### config.mk
export PLATFORM = sky130hd
export DESIGN_NAME = apb_slave_regs
export DESIGN_NICKNAME = d
export VERILOG_FILES = /design/src/rtl/apb_pkg.sv /design/src/rtl/apb_slv_regfile.sv /design/src/rtl/apb_slave_regs.sv
export SDC_FILE = /design/constraint.sdc
export NUM_CORES = 1
export LEC_CHECK = 0
export CAP_MARGIN = 20
export CORE_ASPECT_RATIO = 0.75
export CORE_MARGIN = 1
export CORE_UTILIZATION = 55
export CTS_CLUSTER_DIAMETER = 40
export DETAILED_ROUTE_END_ITERATION = 10
export PLACE_DENSITY = 0.76
export RECOVER_POWER = 50
export SLEW_MARGIN = 20
export SYNTH_ARGS = -nofsm -noshare
export SYNTH_HDL_FRONTEND = slang
export SYNTH_SLANG_ARGS = --single-unit
### constraint.sdc
create_clock -name pclk -period 18 [get_ports pclk]
set_clock_uncertainty 0.1 [all_clocks]
set_input_delay 3.6 -clock pclk [delete_from_list [all_inputs] [get_ports pclk]]
set_output_delay 3.6 -clock pclk [all_outputs]
set_load 0.01 [all_outputs]
### src/rtl/apb_pkg.sv
// Shared types and helpers for the APB completer: FSM states, error codes, byte merge.
package apb_pkg;

  typedef enum logic [1:0] {
    IDLE  = 2'd0,
    WAIT  = 2'd1,
    READY = 2'd2
  } state_t;

  localparam logic APB_ERR_OKAY   = 1'b0;
  localparam logic APB_ERR_SLVERR = 1'b1;

  function automatic logic [7:0] byte_merge(input logic [7:0] old_b,
                                            input logic [7:0] new_b,
                                            input logic       en);
    return en ? new_b : old_b;
  endfunction

endpackage

### src/rtl/apb_slv_regfile.sv
// Register bank for the APB completer: byte-enabled write port, read mux and a
// constant read-only ID register at the top index.
module apb_slv_regfile
  import apb_pkg::*;
#(
  parameter int                    DATA_WIDTH = 32,
  parameter int                    NUM_REGS   = 16,
  parameter logic [DATA_WIDTH-1:0] ID_VALUE   = 32'hA9B0_0001,
  localparam int                   IDX_W      = $clog2(NUM_REGS),
  localparam int                   NB         = DATA_WIDTH / 8
)(
  input  logic                  clk,
  input  logic                  rst,
  input  logic                  we,
  input  logic [IDX_W-1:0]      widx,
  input  logic [DATA_WIDTH-1:0] wdata,
  input  logic [NB-1:0]         wbe,
  input  logic [IDX_W-1:0]      ridx,
  output logic [DATA_WIDTH-1:0] rdata
);

  localparam logic [IDX_W-1:0] LAST_IDX = IDX_W'(NUM_REGS - 1);

  logic [DATA_WIDTH-1:0] regs [NUM_REGS];

  // The top slot is never written; reads of it return the ID constant instead.
  always_ff @(posedge clk or posedge rst) begin
    if (rst) begin
      for (int r = 0; r < NUM_REGS; r++) regs[r] <= '0;
    end else if (we && (widx != LAST_IDX)) begin
      for (int b = 0; b < NB; b++)
        regs[widx][8*b +: 8] <= byte_merge(regs[widx][8*b +: 8], wdata[8*b +: 8], wbe[b]);
    end
  end

  assign rdata = (ridx == LAST_IDX) ? ID_VALUE : regs[ridx];

endmodule

### src/rtl/apb_slave_regs.sv
// APB completer: register bank with programmable wait states and PSLVERR decode.
// Define APB_SLV_PSTRB_EN to add the pstrb port and byte-masked writes.
module apb_slave_regs
  import apb_pkg::*;
#(
  parameter int                    ADDR_WIDTH  = 32,
  parameter int                    DATA_WIDTH  = 32,
  parameter int                    NUM_REGS    = 16,
  parameter int                    WAIT_STATES = 0,
  parameter logic [DATA_WIDTH-1:0] ID_VALUE    = 32'hA9B0_0001,
  localparam int                   IDX_W       = $clog2(NUM_REGS)
)(
  input  logic                    pclk,
  input  logic                    preset,
  input  logic                    psel,
  input  logic                    penable,
  input  logic                    pwrite,
  input  logic [ADDR_WIDTH-1:0]   paddr,
  input  logic [DATA_WIDTH-1:0]   pwdata,
`ifdef APB_SLV_PSTRB_EN
  input  logic [DATA_WIDTH/8-1:0] pstrb,
`endif
  output logic [DATA_WIDTH-1:0]   prdata,
  output logic                    pready,
  output logic                    pslverr,
  output logic                    wr_evt,
  output logic [IDX_W-1:0]        wr_idx
);

  localparam int               NB       = DATA_WIDTH / 8;
  localparam logic [IDX_W-1:0] LAST_IDX = IDX_W'(NUM_REGS - 1);
  localparam logic [3:0]       WS_LOAD  = 4'(WAIT_STATES);

  state_t                state_q, state_d;
  logic [3:0]            cnt_q, cnt_d;
  logic                  setup, commit;
  logic                  err_q, err_in;
  logic                  pwrite_q;
  logic [IDX_W-1:0]      idx_q, idx_in;
  logic [DATA_WIDTH-1:0] pwdata_q, rd_q, rd_data;
  logic [NB-1:0]         be_q, be_in;

  // Error decode on the live setup-phase bus.
  always_comb begin
    idx_in = paddr[2 +: IDX_W];
    err_in = APB_ERR_OKAY;
    if (|paddr[ADDR_WIDTH-1:IDX_W+2])       err_in = APB_ERR_SLVERR;
    if (|paddr[1:0])                        err_in = APB_ERR_SLVERR;
    if (pwrite && (idx_in == LAST_IDX))     err_in = APB_ERR_SLVERR;
`ifdef APB_SLV_PSTRB_EN
    if (!pwrite && (|pstrb))                err_in = APB_ERR_SLVERR;
    be_in = pstrb;
`else
    be_in = '1;
`endif
  end

  always_comb begin
    state_d = state_q;
    cnt_d   = cnt_q;
    setup   = 1'b0;
    commit  = 1'b0;
    case (state_q)
      IDLE: begin
        if (psel && !penable) begin
          setup   = 1'b1;
          cnt_d   = WS_LOAD;
          state_d = (WAIT_STATES > 0) ? WAIT : READY;
        end
      end
      WAIT: begin
        if (psel && penable) begin
          if (cnt_q <= 4'd1) state_d = READY;
          else               cnt_d   = cnt_q - 4'd1;
        end else begin
          state_d = IDLE;
        end
      end
      READY: begin
        state_d = IDLE;
        commit  = psel && pwrite_q && (err_q == APB_ERR_OKAY);
      end
      default: state_d = IDLE;
    endcase
  end

  // Control state: FSM, counter, latched error/direction and write event.
  always_ff @(posedge pclk or posedge preset) begin
    if (preset) begin
      state_q  <= IDLE;
      cnt_q    <= '0;
      err_q    <= APB_ERR_OKAY;
      pwrite_q <= 1'b0;
      wr_evt   <= 1'b0;
      wr_idx   <= '0;
    end else begin
      state_q <= state_d;
      cnt_q   <= cnt_d;
      if (setup) begin
        err_q    <= err_in;
        pwrite_q <= pwrite;
      end
      wr_evt <= commit;
      if (commit) wr_idx <= idx_q;
    end
  end

  // Setup-phase capture: later bus changes within the transfer are ignored.
  always_ff @(posedge pclk) begin
    if (setup) begin
      idx_q    <= idx_in;
      pwdata_q <= pwdata;
      be_q     <= be_in;
      rd_q     <= (err_in == APB_ERR_SLVERR) ? '0 : rd_data;
    end
  end

  apb_slv_regfile #(
    .DATA_WIDTH (DATA_WIDTH),
    .NUM_REGS   (NUM_REGS),
    .ID_VALUE   (ID_VALUE)
  ) u_regfile (
    .clk   (pclk),
    .rst   (preset),
    .we    (commit),
    .widx  (idx_q),
    .wdata (pwdata_q),
    .wbe   (be_q),
    .ridx  (idx_in),
    .rdata (rd_data)
  );

  assign pready  = (state_q == READY);
  assign pslverr = pready & err_q;
  assign prdata  = (pready && !pwrite_q) ? rd_q : '0;

endmodule
# [Word level (Yosys, flattened, before mapping)]
# Cells that the tools add are included.
[word_totals] ff_bits=593 input_bits=69 output_inout_bits=39 wordCells=91
[classes] addsub=1 n_lt_le_gt_ge=4 n_eq_ne=8 n_mux=31 n_bitwise=4 reduce_logical=17
[ops] cell="$bwmux 512" n=4
[ops] cell="$demux 32 s4" n=4
[ops] cell="$mux 32" n=5
[ops] cell="$bmux 32 s4" n=1
[ops] cell="$reduce_or 26->1" n=1
[ops] cell="$mux 24" n=1
[ops] cell="$mux 16" n=1
[ops] cell="$mux 4" n=3
[ops] cell="$ge 5x5->1 const B" n=2
[ops] cell="$not 4->5" n=2
[ops] cell="$logic_and 1x1->1" n=8
[ops] cell="$mux 8" n=1
[ops] cell="$pmux 4 s2" n=1
[ops] cell="$mux 1" n=6
[ops] cell="$mux 2" n=3
[ops] cell="$ne 2x2->1 const B" n=3
[ops] cell="$lt 5x1->1 const B" n=1
[ops] cell="$eq 4x4->1 const B" n=1
[ops] cell="$le 4x1->1 const B" n=1
[ops] cell="$ne 4x4->1 const B" n=1
[ops] cell="$pmux 2 s2" n=1
[ops] cell="$reduce_and 4->1" n=1
[ops] cell="$reduce_or 2->1" n=2
[ops] cell="$sub 4x1->4 const B" n=1
[ops] cell="other kinds (9)" n=10

# [Depth between registers and ports, before layout]
[depth] word_depth=9 depth_mapped=8 mapped_depth_nobuf=5

# [Modules after synthesis]
# Synthesis repeated with hierarchy kept, for this count alone.
[hier_totals] hier_cells=3131 area_unflattened_um2=31732.9
[modules_own_cells] mod="apb_slv_regfile" instances=1 cells_per_inst=2951 area_per_inst_um2=28506.1 seq_area_each_um2=12812.3
[modules_own_cells] mod="apb_slave_regs" instances=1 cells_per_inst=180 area_per_inst_um2=3226.8 seq_area_each_um2=2242.2

# [Worst setup path before layout]
# No wires, ideal clock.
[synth_path] path_type="input port to flip-flop" startpoint="in penable" endpoint="reg err_q" setup_ns=0.090 arrival_time_ns=9.461 required_time_ns=17.810 slack_ns=8.349 cell_stages=2 n_path_buf=0 cell_sequence="nor3b_1 mux2_2"
[synth_between] elab_chain_cells=4
[synth_rtl] element="from (decl)" line="apb_slave_regs.sv:16" source="input logic penable,"
[synth_rtl] element="$logic_not 1->1" line="apb_slave_regs.sv:65" source="if (psel && !penable) begin"
[synth_rtl] element="$logic_and 1x1->1" line="apb_slave_regs.sv:65"
[synth_rtl] element="$mux 1" line="apb_slave_regs.sv:65"
[synth_rtl] element="$mux 1" line="apb_slave_regs.sv:63" source="case (state_q)"
[synth_rtl] element="to (signal assigned)" line="apb_slave_regs.sv:100" source="err_q <= err_in;"
[synth_rtl] element="to (decl)" line="apb_slave_regs.sv:37" source="logic err_q, err_in;"
# Every way passes these cells.
# A chain may end at the register's enable or synchronous reset.

==> run summary <==
Placed instance area: 26,800 µm²
Sequential share of power: 0.488
Post-CTS setup buffers: 0
Fillers: 3,258
Internal reg-to-reg setup slack: 12.93 ns
Worst r2r dst: pwdata_q[17]
First-pass GRT wire length: 92.2 mm
Hold path start: u_regfile.regs[4]
Delay-heaviest family, CP: buffers and inverters
Routed via count: 14,294
Vias in the first global route: 15,100
Routed Antenna Nets: 0
Initial antenna violation count: 1
Slowest CP cell: clkinvlp_2
# clock sinks: 580
Post-layout nets: 1,727
Pins Over Slew Limit: 621
Maximum number of pins on one net before global-route repair: 141
Hold Vio Cnt, Final: 0
FP Rows: 67
CP Max Fanout: 140
Clk_lat worst skew: 0.60 ns
Max Fclk: 91.5 MHz
WL per Instance: 25.4 µm
Synth warn: 0
Mean Syn Cell Area: 15.7 µm²
CP Depth: 3
CP endpoint kind: asynchronous set/reset pin
Max_cap viols: 13
TNS Setup: 0 ns
Net Sw Frac: 0.222
Final setup viols: 0
Die ar.: 47,100 µm²
Mapped cell area: 25,400 µm²
Pint: 0.00216 W
Highest metal used: met5
Least-Margin Pin Slew: 6.07 ns
Synth Register Bits: 580
WHS Path Cells: 0
Lkg Pwr: 13.5 nW
Clock Pin Slew Worst Setup and Hold Paths: 0.06 ns
Hold_buf cts: 0
Register area share after synthesis: 0.585
Initial Util: 0.563
Final worst slack: 7.08 ns
DR WL met3: 3.21 mm
Critical setup path kind: primary input to asynchronous set/reset pin
Total routed wirelength: 58.2 mm
TritonCTS Buffers: 60
I/O pin total: 108
Synth-to-Final Area Change: 13.6%
# port buffers: 107
Gr usage total: 0.257
TritonCTS clock tree: done
Yosys cell types: 38
Reg-to-Reg Start: state_q[1]
Combinational power share: 0.039
Vias per std cell: 6.23
Status: finished, violations left
Die W: 250 µm
Max clock buf depth: 3
H-tree levels: 2
Final min period: 10.92 ns
Arr. time, crit path: 10.60 ns
Power density cells: 96.2 nW/µm²
Hold worst-path end: u_regfile.regs[4]
Fin crit share: 0.607
Gr ovfl total: 0
Post-CTS sizing: 0
Final hold slack: 0.273 ns
Hold Path Class: flip-flop to flip-flop
Failing checks: capacitance limit, slew limit
GP Congestion: 0.716
Crit-path cells: dlygate4sd3_1, clkinvlp_2, clkbuf_1
Fraction of layout cells with a size suffix above 1: 0.433
Critical path's largest stage delay: 3.36 ns
Met2 Routed Length: 27.5 mm
Worst Setup Slack post-DPL: 10.27 ns
Crit start category: primary input
Clock Power Share: 0.473
Cells after synthesis: 1,617
Die Ht: 188 µm
Dpl hpwl: 31.6 mm
DRC violations left: 0
Sw Pwr: 0.000615 W
RSZ-0062 raised after global routing: false
CP Buf/Inv Count: 3
Syn Nets: 1,686
Root buffer cell: clkbuf_16
Met1 Wirelength: 26.2 mm
TritonRoute pass-1 iters: 7
1st-iter DRT viols: 1,052
Rel. slew slack: -3.07
Crit path required time: 17.68 ns
Core area: 45,100 µm²
N_diodes: 0
Max rail drop VDD: 0.0747 mV
Reg2reg path depth: 3
Final instance area: 28,900 µm²
## synthesized netlist by cell type (all sizes together)
cell	instances	area, µm²
a31oi	7	43.8
nor4	6	37.5
nand2b	4	25.0
nand4	2	12.5
nand3	3	15.0
o21ai	24	120
a22oi	7	52.6
clkbuf	81	304
a211oi	1	7.51
or3	4	30.0
o221ai	8	70.1
and2	35	219
mux2	513	5890
nor2	13	48.8
o22ai	1	6.26
nor3b	3	22.5
mux2i	46	460
mux4	97	2180
nor3	3	25.0
nand4b	1	23.8
nand2	43	161
a221oi	23	201
and4	1	8.76
or4	2	15.0
inv	4	15.0
nor2b	5	31.3
a21oi	23	115
edfxtp	68	2040
buf	76	394
dfrtp	512	12800
a311oi	1	8.76
## layout by cell type (no fill, tap or decap), drive strengths merged
master         Yosys  final
o21ai             24     24
nand2b             4      4
and2              35     35
nor3               3      3
nand3              3      3
nor4               6      6
mux2             513    513
nand4b             1      1
a311oi             1      1
mux4              97     97
nand4              2      2
dfrtp            512    512
o22ai              1      1
bufinv             0      8
clkbuf            81     87
nor2              13     13
edfxtp            68     68
nand2             43     43
inv                4     11
clkinv             0     15
a21oi             23     23
nor2b              5      5
buf               76     23
a22oi              7      7
mux2i             46     46
or3                4      4
dlygate4sd3        0     41
or4                2      2
o221ai             8      8
a211oi             1      1
a221oi            23     23
nor3b              3      3
clkinvlp           0      5
clkdlybuf4s50      0     62
and4               1      1
a31oi              7      7
## registers in the layout, indices dropped and copies added (netlist names)
signal          flops
err_q               1
idx_q               4
pwdata_q           32
pwrite_q            1
rd_q               32
state_q             1
u_regfile.regs    504
wr_evt              1
wr_idx              4
## kinds of logic after synthesis
group	Yosys count	synth area share
flops	580	0.585
simple gates	125	0.0266
buf+inv	161	0.0281
compound gates	95	0.0246
mux	656	0.336
## area by class of cell
type,count,area (µm²),area share
Sequential cell,580,14900,0.515
Multi-Input combinational cell,876,9890,0.343
Clock buffer,77,1680,0.0581
Timing Repair Buffer,136,1240,0.0431
Tap cell,586,733,0.0254
Clock inverter,35,443,0.0153
Inverter,4,16.3,0.000564
## layer usage
layer | global-route usage | vias up
li1 | - | 6037
met1 | 0.379 | 7761
met2 | 0.403 | 404
met3 | 0.0415 | 90
met4 | 0.0630 | 2
met5 | 0 | -
## worst max-delay path by stage
| stage | start | to | slack, ns |
|---|---|---|---|
| final | preset | u_regfile.regs[133] | 7.08 |
| after global routing | preset | u_regfile.regs[5] | 5.31 |
| after CTS | preset | u_regfile.regs[267] | 10.88 |
| after detailed placement | preset | u_regfile.regs[235] | 10.27 |
| after global placement | preset | u_regfile.regs[171] | 10.34 |
| after floorplan | preset | err_q | 0.0002 |
## power groups by stage
| stage | Combinational [W] | Sequential, W | Clock (W) |
|---|---|---|---|
| 4_1_cts | 0.000112 | 0.00135 | 0.00133 |
| 5_1_grt | 0.000119 | 0.00136 | 0.00139 |
| 6_report | 0.000109 | 0.00135 | 0.00131 |
| 3_3_place_gp | 0.000109 | 0.00138 | 0 |
| 2_1_floorplan | 0.0000703 | 0.00137 | 0 |
| 3_5_place_dp | 0.000111 | 0.00138 | 0 |
## per-stage QoR
step | cells | power [W] | util
floorplan | 1617 | 0.00144 | -
global route | 2294 | 0.00287 | 0.640
CTS | 2294 | 0.00280 | 0.642
finish | 2294 | 0.00278 | 0.640
global placement | 2182 | 0.00149 | 0.595
detailed placement | 2182 | 0.00149 | 0.595
## worst reg2reg max path: cells and delay by family (launching register included)
kind / cells / cell delay, ns
buffers and inverters: 2 / 3.81
flip-flops: 1 / 0.43
AND/OR/NAND/NOR: 1 / 0.21
Note: power is estimated with default switching activity, not from simulation.
